[src/rtl/nibble_deserializer_if.sv]
// Serial-side inputs and parallel-load outputs of the nibble deserializer.
// The master drives the serial line; the slave is the deserializer itself.
interface nibble_deserializer_if;
    logic       serial_in;
    logic       serial_valid;
    logic       abort;
    logic [3:0] d;
    logic       ld;
    logic       err;
    logic       busy;
    logic [7:0] frame_cnt;

    modport master (
        output serial_in, serial_valid, abort,
        input  d, ld, err, busy, frame_cnt
    );

    modport slave (
        input  serial_in, serial_valid, abort,
        output d, ld, err, busy, frame_cnt
    );
endinterface

[src/rtl/nibble_deserializer.sv]
// Receives start + 4 data bits (LSB first) + parity, and presents each good nibble
// to a downstream parallel-load register with a one-cycle load strobe.
module nibble_deserializer #(
    parameter bit PARITY_ODD = 1'b0
) (
    input  logic                  clock,
    input  logic                  reset_n,
    nibble_deserializer_if.slave  bus
);

    typedef enum logic [1:0] {
        IDLE   = 2'd0,
        DATA   = 2'd1,
        PARITY = 2'd2,
        DONE   = 2'd3
    } state_t;

    state_t     state_r;
    state_t     state_nx_s;
    logic [1:0] cnt_r;
    logic [1:0] cnt_nx_s;
    logic [3:0] shift_r;
    logic [3:0] shift_nx_s;

    logic [3:0] d_r;
    logic [3:0] d_nx_s;
    logic       ld_r;
    logic       ld_nx_s;
    logic       err_r;
    logic       err_nx_s;
    logic       busy_r;
    logic       busy_nx_s;
    logic [7:0] frame_cnt_r;
    logic [7:0] frame_cnt_nx_s;
    logic       par_ok_s;

    function automatic logic parity_ok(input logic [3:0] data, input logic par_bit);
        return (((^data) ^ par_bit) == PARITY_ODD);
    endfunction

    assign par_ok_s = parity_ok(shift_r, bus.serial_in);

    // State, counter, shift register and registered outputs.
    always_ff @(posedge clock or negedge reset_n) begin
        if (!reset_n) begin
            state_r     <= IDLE;
            cnt_r       <= 2'd0;
            shift_r     <= 4'd0;
            d_r         <= 4'd0;
            ld_r        <= 1'b0;
            err_r       <= 1'b0;
            busy_r      <= 1'b0;
            frame_cnt_r <= 8'd0;
        end else begin
            state_r     <= state_nx_s;
            cnt_r       <= cnt_nx_s;
            shift_r     <= shift_nx_s;
            d_r         <= d_nx_s;
            ld_r        <= ld_nx_s;
            err_r       <= err_nx_s;
            busy_r      <= busy_nx_s;
            frame_cnt_r <= frame_cnt_nx_s;
        end
    end

    // Next-state, bit counter and shift register; abort overrides everything.
    always_comb begin
        state_nx_s = state_r;
        cnt_nx_s   = cnt_r;
        shift_nx_s = shift_r;
        if (bus.abort) begin
            state_nx_s = IDLE;
            cnt_nx_s   = 2'd0;
            shift_nx_s = 4'd0;
        end else begin
            case (state_r)
                IDLE: begin
                    if (bus.serial_valid && !bus.serial_in) begin
                        state_nx_s = DATA;
                        cnt_nx_s   = 2'd0;
                    end else begin
                        state_nx_s = IDLE;
                    end
                end
                DATA: begin
                    if (bus.serial_valid) begin
                        // Shift in at the MSB so the first bit ends up in bit 0.
                        shift_nx_s = {bus.serial_in, shift_r[3:1]};
                        cnt_nx_s   = cnt_r + 2'd1;
                        if (cnt_r == 2'd3) begin
                            state_nx_s = PARITY;
                        end else begin
                            state_nx_s = DATA;
                        end
                    end else begin
                        state_nx_s = DATA;
                    end
                end
                PARITY: begin
                    if (bus.serial_valid) begin
                        if (par_ok_s) begin
                            state_nx_s = DONE;
                        end else begin
                            state_nx_s = IDLE;
                        end
                    end else begin
                        state_nx_s = PARITY;
                    end
                end
                DONE: begin
                    state_nx_s = IDLE;
                end
                default: begin
                    state_nx_s = IDLE;
                    cnt_nx_s   = 2'd0;
                    shift_nx_s = 4'd0;
                end
            endcase
        end
    end

    // Output updates produced by the parity-bit edge; abort suppresses them.
    always_comb begin
        d_nx_s         = d_r;
        ld_nx_s        = 1'b0;
        err_nx_s       = 1'b0;
        frame_cnt_nx_s = frame_cnt_r;
        busy_nx_s      = (state_nx_s != IDLE);
        if (!bus.abort && (state_r == PARITY) && bus.serial_valid) begin
            if (par_ok_s) begin
                d_nx_s         = shift_r;
                ld_nx_s        = 1'b1;
                frame_cnt_nx_s = frame_cnt_r + 8'd1;
            end else begin
                err_nx_s = 1'b1;
            end
        end else begin
            ld_nx_s  = 1'b0;
            err_nx_s = 1'b0;
        end
    end

    assign bus.d         = d_r;
    assign bus.ld        = ld_r;
    assign bus.err       = err_r;
    assign bus.busy      = busy_r;
    assign bus.frame_cnt = frame_cnt_r;

endmodule
[src/flat_wrapper.sv]
// flat-port wrapper written by rule: the top's interface ports become plain ports
module nibble_deserializer_flat 
#(
    parameter bit PARITY_ODD = 1'b0
)
  (clock, reset_n, bus_serial_in, bus_serial_valid, bus_abort, bus_d, bus_ld, bus_err, bus_busy, bus_frame_cnt);
  nibble_deserializer_if bus_i ();
  input  logic clock;
  input  logic reset_n;
  input wire logic [$bits(bus_i.serial_in)-1:0] bus_serial_in;
  input wire logic [$bits(bus_i.serial_valid)-1:0] bus_serial_valid;
  input wire logic [$bits(bus_i.abort)-1:0] bus_abort;
  output wire logic [$bits(bus_i.d)-1:0] bus_d;
  output wire logic [$bits(bus_i.ld)-1:0] bus_ld;
  output wire logic [$bits(bus_i.err)-1:0] bus_err;
  output wire logic [$bits(bus_i.busy)-1:0] bus_busy;
  output wire logic [$bits(bus_i.frame_cnt)-1:0] bus_frame_cnt;
  assign bus_i.serial_in = bus_serial_in;
  assign bus_i.serial_valid = bus_serial_valid;
  assign bus_i.abort = bus_abort;
  assign bus_d = bus_i.d;
  assign bus_ld = bus_i.ld;
  assign bus_err = bus_i.err;
  assign bus_busy = bus_i.busy;
  assign bus_frame_cnt = bus_i.frame_cnt;
  nibble_deserializer #(.PARITY_ODD(PARITY_ODD)) u_core (.clock(clock), .reset_n(reset_n), .bus(bus_i));
endmodule
[config.mk]
export PLATFORM = sky130hd
export DESIGN_NAME = nibble_deserializer_flat
export DESIGN_NICKNAME = d
export VERILOG_FILES = /design/src/rtl/nibble_deserializer_if.sv /design/src/rtl/nibble_deserializer.sv /design/src/flat_wrapper.sv
export SDC_FILE = /design/constraint.sdc
export NUM_CORES = 1
export LEC_CHECK = 0
export CAP_MARGIN = 20
export CORE_MARGIN = 8
export CORE_UTILIZATION = 49
export CTS_CLUSTER_SIZE = 24
export DETAILED_ROUTE_END_ITERATION = 6
export GPL_TIMING_DRIVEN = 0
export HOLD_SLACK_MARGIN = 0.06
export PLACE_DENSITY_LB_ADDON = 0.1
export SKIP_LAST_GASP = 1
export SYNTH_ARGS = -nofsm -noshare
export SYNTH_HDL_FRONTEND = slang
export SYNTH_SLANG_ARGS = --single-unit
[constraint.sdc]
create_clock -name clock -period 2.4 [get_ports clock]
set_clock_uncertainty 0.05 [all_clocks]
set_input_delay 0.36 -clock clock [delete_from_list [all_inputs] [get_ports clock]]
set_output_delay 0.36 -clock clock [all_outputs]
set_load 0.01 [all_outputs]
Word level (Yosys, flattened, before mapping)
Index checks and enable logic that the tools add are counted.
- register bits after elaboration: 23
- output and inout bits: 15
- word-level logic and storage cells: 50
- add/subtract/negate cells: 2
- equal/unequal tests: 6
- mux-type cells: 18
- bitwise gates (word level): 2
- reductions and logical operators: 14
- operators with widths (kind ; number):
    $mux W2 ; 8
    $mux W4 ; 3
    $add A8 B1 Y8 const B ; 1
    $pmux W2 S4 ; 1
    $eq A2 B2 Y1 const B ; 3
    $reduce_bool A2 Y1 ; 3
    $mux W1 ; 5
    $pmux W2 S2 ; 1
    $reduce_and A2 Y1 ; 2
    $reduce_xor A4 Y1 ; 1
    $logic_and A1 B1 Y1 ; 3
    $ne A3 B2 Y1 const B ; 1
    $ne A3 B3 Y1 const B ; 1
    $reduce_and A3 Y1 ; 1
    $reduce_bool A3 Y1 ; 1
    $add A2 B1 Y2 const B ; 1
    $eq A2 B1 Y1 const B ; 1
    $logic_not A1 Y1 ; 2
    $logic_not A2 Y1 ; 1
    $not A1 Y1 ; 1
    $xor A1 B1 Y1 ; 1

Longest topological paths before layout
Gate-level depths: netlist of run 1.
- word-level depth: 7
- depth in mapped cells: 5
- mapped depth without buffers: 4

Worst setup path before layout of run 1
No wires, ideal clock.
- path type: register -> register
- from: register u_core.shift_r[2]
- to: register u_core.d_r[0] (netlist: u_core.bus.d[0])
- arrival time: 1482 ps
- path slack: 744 ps
- cell stages (with the launch flop): 5
- clock period less this slack: 1656 ps
- cell sequence: dfrtp_1 xnor3_2 xnor2_2 nand2_2 mux2_2
- word-level cells in the longest chain between the ends: 4
- ends and longest elaborated chain (what ; line ; RTL):
    start: declaration ; nibble_deserializer.sv:22 ; logic [3:0] shift_r;
    start signal: assignment ; nibble_deserializer.sv:57 ; shift_r <= shift_nx_s;
    $reduce_xor A4 Y1 ; nibble_deserializer.sv:38 ; return (((^data) ^ par_bit) == PARITY_ODD);
    $xor A1 B1 Y1 ; nibble_deserializer.sv:38 ;
    $not A1 Y1 (no line) ; - ;
    $reduce_and A2 Y1 (no line) ; - ;
    end signal: assignment ; nibble_deserializer.sv:58 ; d_r <= d_nx_s;
    end: declaration ; nibble_deserializer.sv:25 ; logic [3:0] d_r;
Every way passes these cells.
A chain may end at the register's enable or synchronous reset.

Final worst setup path of run 1
- from: input bus_serial_in
- to: register u_core.state_r[1]
- word-level cells in the longest chain between the ends: 5
- ends and longest elaborated chain (what ; line ; RTL):
    start: declaration ; flat_wrapper.sv:10 ; input wire logic [$bits(bus_i.serial_in)-1:0] bus_serial_in;
    $xor A1 B1 Y1 ; nibble_deserializer.sv:38 ;
    $mux W2 ; nibble_deserializer.sv:101 ; if (par_ok_s) begin
    $mux W2 ; nibble_deserializer.sv:100 ; if (bus.serial_valid) begin
    $pmux W2 S4 ; nibble_deserializer.sv:76 ; case (state_r)
    $mux W2 ; nibble_deserializer.sv:71 ; if (bus.abort) begin
    via u_core.state_nx_s[1] ; nibble_deserializer.sv:19 ; state_t state_nx_s;
    end signal: assignment ; nibble_deserializer.sv:55 ; state_r <= state_nx_s;
    end: declaration ; nibble_deserializer.sv:18 ; state_t state_r;
The timed path passes the listed nets, and every way through them passes these cells.

==> results of run 1 <==
[sequential cells by signal, indices dropped and copies added, names as in the netlist]
register	cells
u_core.bus.busy	1
u_core.bus.d	4
u_core.bus.err	1
u_core.bus.frame_cnt	8
u_core.bus.ld	1
u_core.cnt_r	2
u_core.shift_r	4
u_core.state_r	2
[where the power goes]
part | leakage (nW) | internal [mW] | switching, mW | total, mW
combinational | 0.274 | 0.0205 | 0.0266 | 0.0471
clock | 0.0150 | 0.0647 | 0.107 | 0.171
sequential | 0.319 | 0.392 | 0.00440 | 0.396
[area by class of cell]
class / count / area [um^2] / area share [%]
buffer: 2 / 7.507 / 0.5825
inverter: 3 / 11.26 / 0.8738
timing repair buffer: 19 / 195.2 / 15.15
tap: 27 / 33.78 / 2.621
sequential: 23 / 575.6 / 44.66
multi-input combinational: 62 / 439.2 / 34.08
clock buffer: 4 / 26.28 / 2.039
[worst paths after layout]
path	from	to	slack (ps)	cells after the start
worst max-delay path	bus_serial_in	u_core.state_r[1]$_DFF_PN0_	610	5
worst min-delay path	reset_n	u_core.bus.frame_cnt[7]$_DFFE_PN0P_	310	1
min in group clock	bus_abort	u_core.cnt_r[0]$_DFFE_PN0P_	390	2
worst max register to register	u_core.shift_r[2]$_DFFE_PN0P_	u_core.state_r[1]$_DFF_PN0_	620	4
max in group asynchronous	reset_n	u_core.bus.busy$_DFF_PN0_	1540	2
worst min register to register	u_core.bus.frame_cnt[7]$_DFFE_PN0P_	u_core.bus.frame_cnt[7]$_DFFE_PN0P_	430	1
[synthesized netlist by cell type (all sizes together)]
master,number,area (um^2)
xor2,6,60.06
inv,3,11.26
and4bb,1,12.51
clkbuf,2,7.510
mux2,5,56.30
and3,1,6.260
a211o,1,8.760
o41ai,1,8.760
and2,2,13.77
nor2b,1,6.260
a22oi,1,7.510
a21oi,7,35.03
nor3,3,15.01
nand2,14,55.06
nand4,2,12.51
or2,1,6.260
xnor3,1,23.77
mux2i,1,10.01
ha,2,25.02
nand3,2,10.01
nor2,5,18.77
o21ai,1,5.000
dfrtp,23,575.6
xnor2,4,42.55
[placed cells by master, fill, tap and decap left out, drive strengths merged, types with 2 or more instances in the layout]
cell,count
and2,2
clkdlybuf4s50,18
nor3,3
nand4,2
nand2,14
a21oi,7
xor2,6
mux2,5
clkbuf,6
xnor2,4
nor2,5
ha,2
nand3,2
dfrtp,23
inv,3
[through the flow]
stage,utilization (%),cells,power (mW),worst slack (ps),area (um^2)
final,65.03,140,0.6147,607.8,1289
after global routing,65.03,140,0.6493,510.8,1289
after CTS,64.27,139,0.6256,612.5,1274
after detailed placement,62.94,135,0.4491,276.1,1247
after global placement,62.94,135,0.4478,302.8,1247
after floorplan,-,90,0.4263,743.6,1033
[cells by family after synthesis]
family | after synthesis
AOI/OAI and AO/OA | 11
buffers and inverters | 5
xor gates and xnor gates | 11
adders and majority gates | 2
muxes | 6
and+or+nand+nor | 32
DFF | 23
[routing by layer]
| layer | vias up | wire length (um) | GRT usage [%] |
|---|---|---|---|
| met5 | - | 0 | 0 |
| met4 | 0 | 12 | 5.844 |
| met3 | 2 | 140 | 4.115 |
| met2 | 18 | 873 | 19.20 |
| met1 | 338 | 773 | 12.89 |
| li1 | 349 | - | - |
[worst register-to-register path, cell delays in order, from the launching register on]
cell and delay, ps:
dfrtp_1 410, xnor3_2 500, xor2_2 240, a211o_1 360, a21oi_1 150
==> impl_results.md, run 1 <==
* Status: finished, final reports clean
* CP peak stage delay at 530 ps
* Worst skew pair latency at 300 ps
* Mapped Nets at 97
* Clk sink count at 23
* Clock root buffer: clkbuf_4
* Dpl hpwl at 1329 um
* Post_cts resized at 0
* Maximum clock insertion buffer count at 2
* Finish-stage setup viols at 0
* Yosys cell types at 28
* Worst path bufs/invs at 1
* Area grow syn2layout at 24.70%
* Crit-path max FO at 7
* Total Routed Length at 1800 um
* # fillers at 164
* Via/cell ratio at 5.050
* Core Rows at 16
* Seq/Total Area, Yosys at 55.69%
* Max Cap Viol at 0
* Worst Path Arrival at 1970 ps
* Share of layout cells above drive strength 1 at 14.16%
* Fin. max-slew vios at 0
* Initial Util at 52.15%
* CTS tree: done
* Xor/xnor share of the synthesized area at 12.23%
* Syn_area_per_cell at 11.48 um^2
* Crit-path cells: clkdlybuf4s50_1, xnor3_2, xor2_2, a211o_1, a21oi_1
* Synth Area in Adders at 2.421%
* Leakage Power at 0.6077 nW
* Multiplexer share of the synthesized area at 6.416%
* Maximum VDD drop at 326.3 uV
* CP required at 2580 ps
* Port bufs at 18
* Grt total ovfl at 0
* Startpoint class of the critical path: input pin
* Worst Setup End Kind: flip-flop
* Cell Area, Synth at 1033 um^2
* Yosys reg bits at 23
* Postcts setup bufs at 0
* Global placer's final weighted congestion at 0.8213
* PwrDens at 476.9 nW/um^2
* Placeable core region at 1982 um^2
* CTS HTree Levels at 1
* Die X at 61.93 um
* DRT antenna net count at 0
* Critical setup path kind: in2reg
* Min Hold Slack at 309.5 ps
* Fin. Hold Viols at 0
* GRT Util Overall at 11.61%
* Max Clk Rate at 558.0 MHz
* Worst hold path type: in2async
* Initial DRC count at 22
* Drt wl/cell at 12.86 um
* First-pass GRT wire length at 3305 um
* RSZ-0062 raised after global routing: false
* Drt first pass iters at 4
* Largest net degree at the start of global routing at 24
* Worst rel slew slack at 69.52%
* Cell family with most CP delay: XOR/XNOR gates
* Reg clk slew, reported paths at 120 ps
* Diodes inserted at 0
* Minimum clock period at 1792 ps
* Via count at 707
* Initial antenna violation count at 0
* Hold Buf Count CTS at 0
* Slowest cell on crit path: clkdlybuf4s50_1
* Post-synthesis cell count at 90
* Measured slew at the worst slew-check pin at 455.8 ps
* Total CTS buffers at 3
* Ys Warns at 0
* Post-synthesis compound-gate area fraction at 6.295%
* Final period util at 74.67%
* Setup TNS Final at 0 ps
* Die area at 3835 um^2
* Vias in the first global route at 754
* I/O pin total at 20
* Largest family of logic cells by synthesized area: simple AND/OR/NAND/NOR gates
* Die height at 61.93 um
* # nets final at 121
* Synth Area in Simple Gates at 15.13%
* DR DRC count at 0
No activity file was read; power rests on OpenSTA's default activity.
==> run 2: changes to the inputs <==
--- a/config.mk
+++ b/config.mk
@@ -7,7 +7,7 @@
 export LEC_CHECK = 0
 export CAP_MARGIN = 20
 export CORE_MARGIN = 8
-export CORE_UTILIZATION = 49
+export CORE_UTILIZATION = 45
 export CTS_CLUSTER_SIZE = 24
 export DETAILED_ROUTE_END_ITERATION = 6
 export GPL_TIMING_DRIVEN = 0
==> constraint.sdc (replaced) <==
create_clock -name clock -period 1.49 [get_ports clock]
set_clock_uncertainty 0.05 [all_clocks]
set_input_delay 0.2235 -clock clock [delete_from_list [all_inputs] [get_ports clock]]
set_output_delay 0.2235 -clock clock [all_outputs]
set_load 0.01 [all_outputs]
==> impl_results.md, run 2 (synthesis results as in run 1) <==
* Reg clk slew, reported paths at 120 ps (about the same)
* Internal power at 771.0 uW (+62%)
* NetSw at 235.6 uW (+71%)
* Clock root buffer: clkbuf_4
* Total Routed Length at 2095 um (+16%)
* Commonest non-fill, non-tap cell in the layout: dfrtp_1
* Crit-path cells: xnor3_2, xnor2_2, nand2_4, mux2_4
* Largest net degree at the start of global routing at 24 (unchanged)
* DR DRC count at 0 (unchanged)
* Flop2flop setup slack at -240 ps (-860 ps)
* CTS tree: done
* Metal-1 WL at 875 um (+13%)
* Diodes inserted at 0 (unchanged)
* Drt first pass iters at 4 (unchanged)
* Startpoint class of the critical path: flip-flop
* Critical setup path kind: reg2reg
* Final worst slack at -242.2 ps (-850.0 ps)
* Largest register FFs at 8 (unchanged)
* # fillers at 178 (+8.5%)
* Minimum clock period at 1732 ps
* DRT antenna net count at 0 (unchanged)
* Final period util at 116.3%
* Maximum VDD drop at 488.3 uV (+50%)
* Via count at 764 (+8.1%)
* Fin. Hold Viols at 0 (unchanged)
* # nets final at 133 (+9.9%)
* Via/cell ratio at 4.993 (-1.1%)
* CTS HTree Levels at 1 (unchanged)
* Worst hold path type: in2async
* Gate power share at 8.7% (+1.0 points)
* Failing checks: negative setup slack
* Met2 wire length at 1095 um (+25%)
* Global placer's final weighted congestion at 0.7462 (-9.1%)
* Clock power share at 27.8% (about the same)
* Crit-path max FO at 8 (+1)
* Initial DRC count at 7 (-68%)
* Share of layout cells above drive strength 1 at 31.20% (+17 points)
* Vias in the first global route at 745 (-1.2%)
* Cell family with most CP delay: XOR/XNOR gates
* Max Clk Rate at 577.3 MHz
* Die height at 63.93 um (+3.2%)
* Leakage Power at 0.8125 nW (+34%)
* Hold Buf Count CTS at 0 (unchanged)
* Status: finished with violations
* Post-DP Area at 1287 um^2 (+3.2%)
* RSZ-0062 raised after global routing: true
* Pre-CTS WS at -594.3 ps (-870.4 ps)
* First-pass GRT wire length at 3443 um (+4.2%)
* Maximum clock insertion buffer count at 2 (unchanged)
* Max Cap Viol at 0 (unchanged)
* Worst Path Arrival at 1880 ps (-90 ps)
* Cell Count, Final, Fillers Out at 153 (+9.3%)
* Finish-stage setup viols at 17 (+17)
* Inst Count DP at 136 (+0.74%)
* Drt wl/cell at 13.69 um (+6.5%)
* Worst path bufs/invs at 0 (-1)
* Highest metal used: met4
* I/O pin total at 20 (unchanged)
* Slowest cell on crit path: xnor3_2
* Worst skew pair latency at 310 ps (about the same)
* Measured slew at the worst slew-check pin at 406.4 ps (-49.32 ps)
* CP required at 1640 ps (-940 ps)
* Final Instance Area at 1459 um^2 (+13%)
* Die X at 63.93 um (+3.2%)
* Min Hold Slack at 136.4 ps (-173.1 ps)
* Sw frac at 23.40% (+1.0 points)
* Fin. max-slew vios at 0 (unchanged)
* Port bufs at 18 (unchanged)
* GRT Util Overall at 10.58% (-1.0 points)
* Worst Setup End Kind: flip-flop
* Seq pwr share at 63.5% (-0.9 points)
* Most frequent cells in the layout: dfrtp_1 (22), nand2_1 (13), buf_4 (12)
* Initial antenna violation count at 0 (unchanged)
* Worst rel slew slack at 72.77% (+3.2 points)
* CP peak stage delay at 450 ps (-80 ps)
* PwrDens at 690.0 nW/um^2 (+45%)
* Clk sink count at 23 (unchanged)
* Met3 WL post-DR at 101 um (-28%)
* Area grow syn2layout at 41.16%
* Initial Util at 47.17% (-5.0 points)
* Die area at 4086 um^2 (+6.6%)
* Placeable core region at 2191 um^2 (+11%)
* Dpl hpwl at 1390 um (+4.6%)
* Grt total ovfl at 0 (unchanged)
* Total CTS buffers at 3 (unchanged)
* Core Rows at 17 (+1)
==> run 2: timing repair <==
action                                  CTS  global route
endpoints found under the hold margin     0             0
endpoints found under the setup margin   28            23
setup buffers                            10             5
resized for setup                        13            12
pin swaps                                 4            10
==> run 2: area by class of cell <==
type / count / area, um^2 / share of cell area (%)
sequential: 23 / 576.8 / 39.54
multi-input combinational: 62 / 511.7 / 35.08
timing repair buffer: 32 / 292.8 / 20.07
tap: 28 / 35.03 / 2.401
clock buffer: 3 / 22.52 / 1.544
inverter: 3 / 11.26 / 0.7719
clock inverter: 1 / 5.005 / 0.3431
buffer: 1 / 3.754 / 0.2573
==> run 2: worst register-to-register path, stage by stage, from the launching register on <==
cell and delay, ps:
dfrtp_1 420, xnor3_2 450, xnor2_2 230, nand2_4 140, mux2_4 320
==> run 2: power groups by stage <==
stage               Clock, mW  Combinational, mW  Sequential (mW)
global placement            0             0.0753            0.650
global route            0.328             0.0973            0.640
finish                  0.280             0.0880            0.639
floorplan                   0             0.0405            0.650
detailed placement          0             0.0764            0.651
CTS                     0.300             0.0797            0.639
==> run 2: path summary, 6_finish.rpt <==
kind                                                      from                                  end  cells after the start
min in group clock                               bus_serial_in        u_core.shift_r[3]$_DFFE_PN0P_                      3
hold reg to reg            u_core.bus.frame_cnt[7]$_DFFE_PN0P_  u_core.bus.frame_cnt[7]$_DFFE_PN0P_                      1
setup reg to reg                 u_core.shift_r[1]$_DFFE_PN0P_          u_core.bus.d[3]$_DFFE_PN0P_                      4
setup / recovery                 u_core.shift_r[1]$_DFFE_PN0P_          u_core.bus.d[3]$_DFFE_PN0P_                      4
hold / removal                                         reset_n  u_core.bus.frame_cnt[5]$_DFFE_PN0P_                      1
max in group asynchronous                              reset_n        u_core.shift_r[0]$_DFFE_PN0P_                      2
==> run 2: per-layer routing <==
layer / vias up / track usage (%)
met5: - / 0
met4: 0 / 5.850
met3: 4 / 4.007
met2: 12 / 17.19
met1: 375 / 11.67
li1: 373 / -
==> run 2: per-stage QoR <==
step / setup TNS (ps) / power (mW) / util, %
finish: -2517 / 1.007 / 66.59
global placement: -10790 / 0.7252 / 58.77
detailed placement: -11310 / 0.7270 / 58.77
floorplan: -825.7 / 0.6909 / -
CTS: -2772 / 1.019 / 63.39
global route: -3230 / 1.066 / 66.59
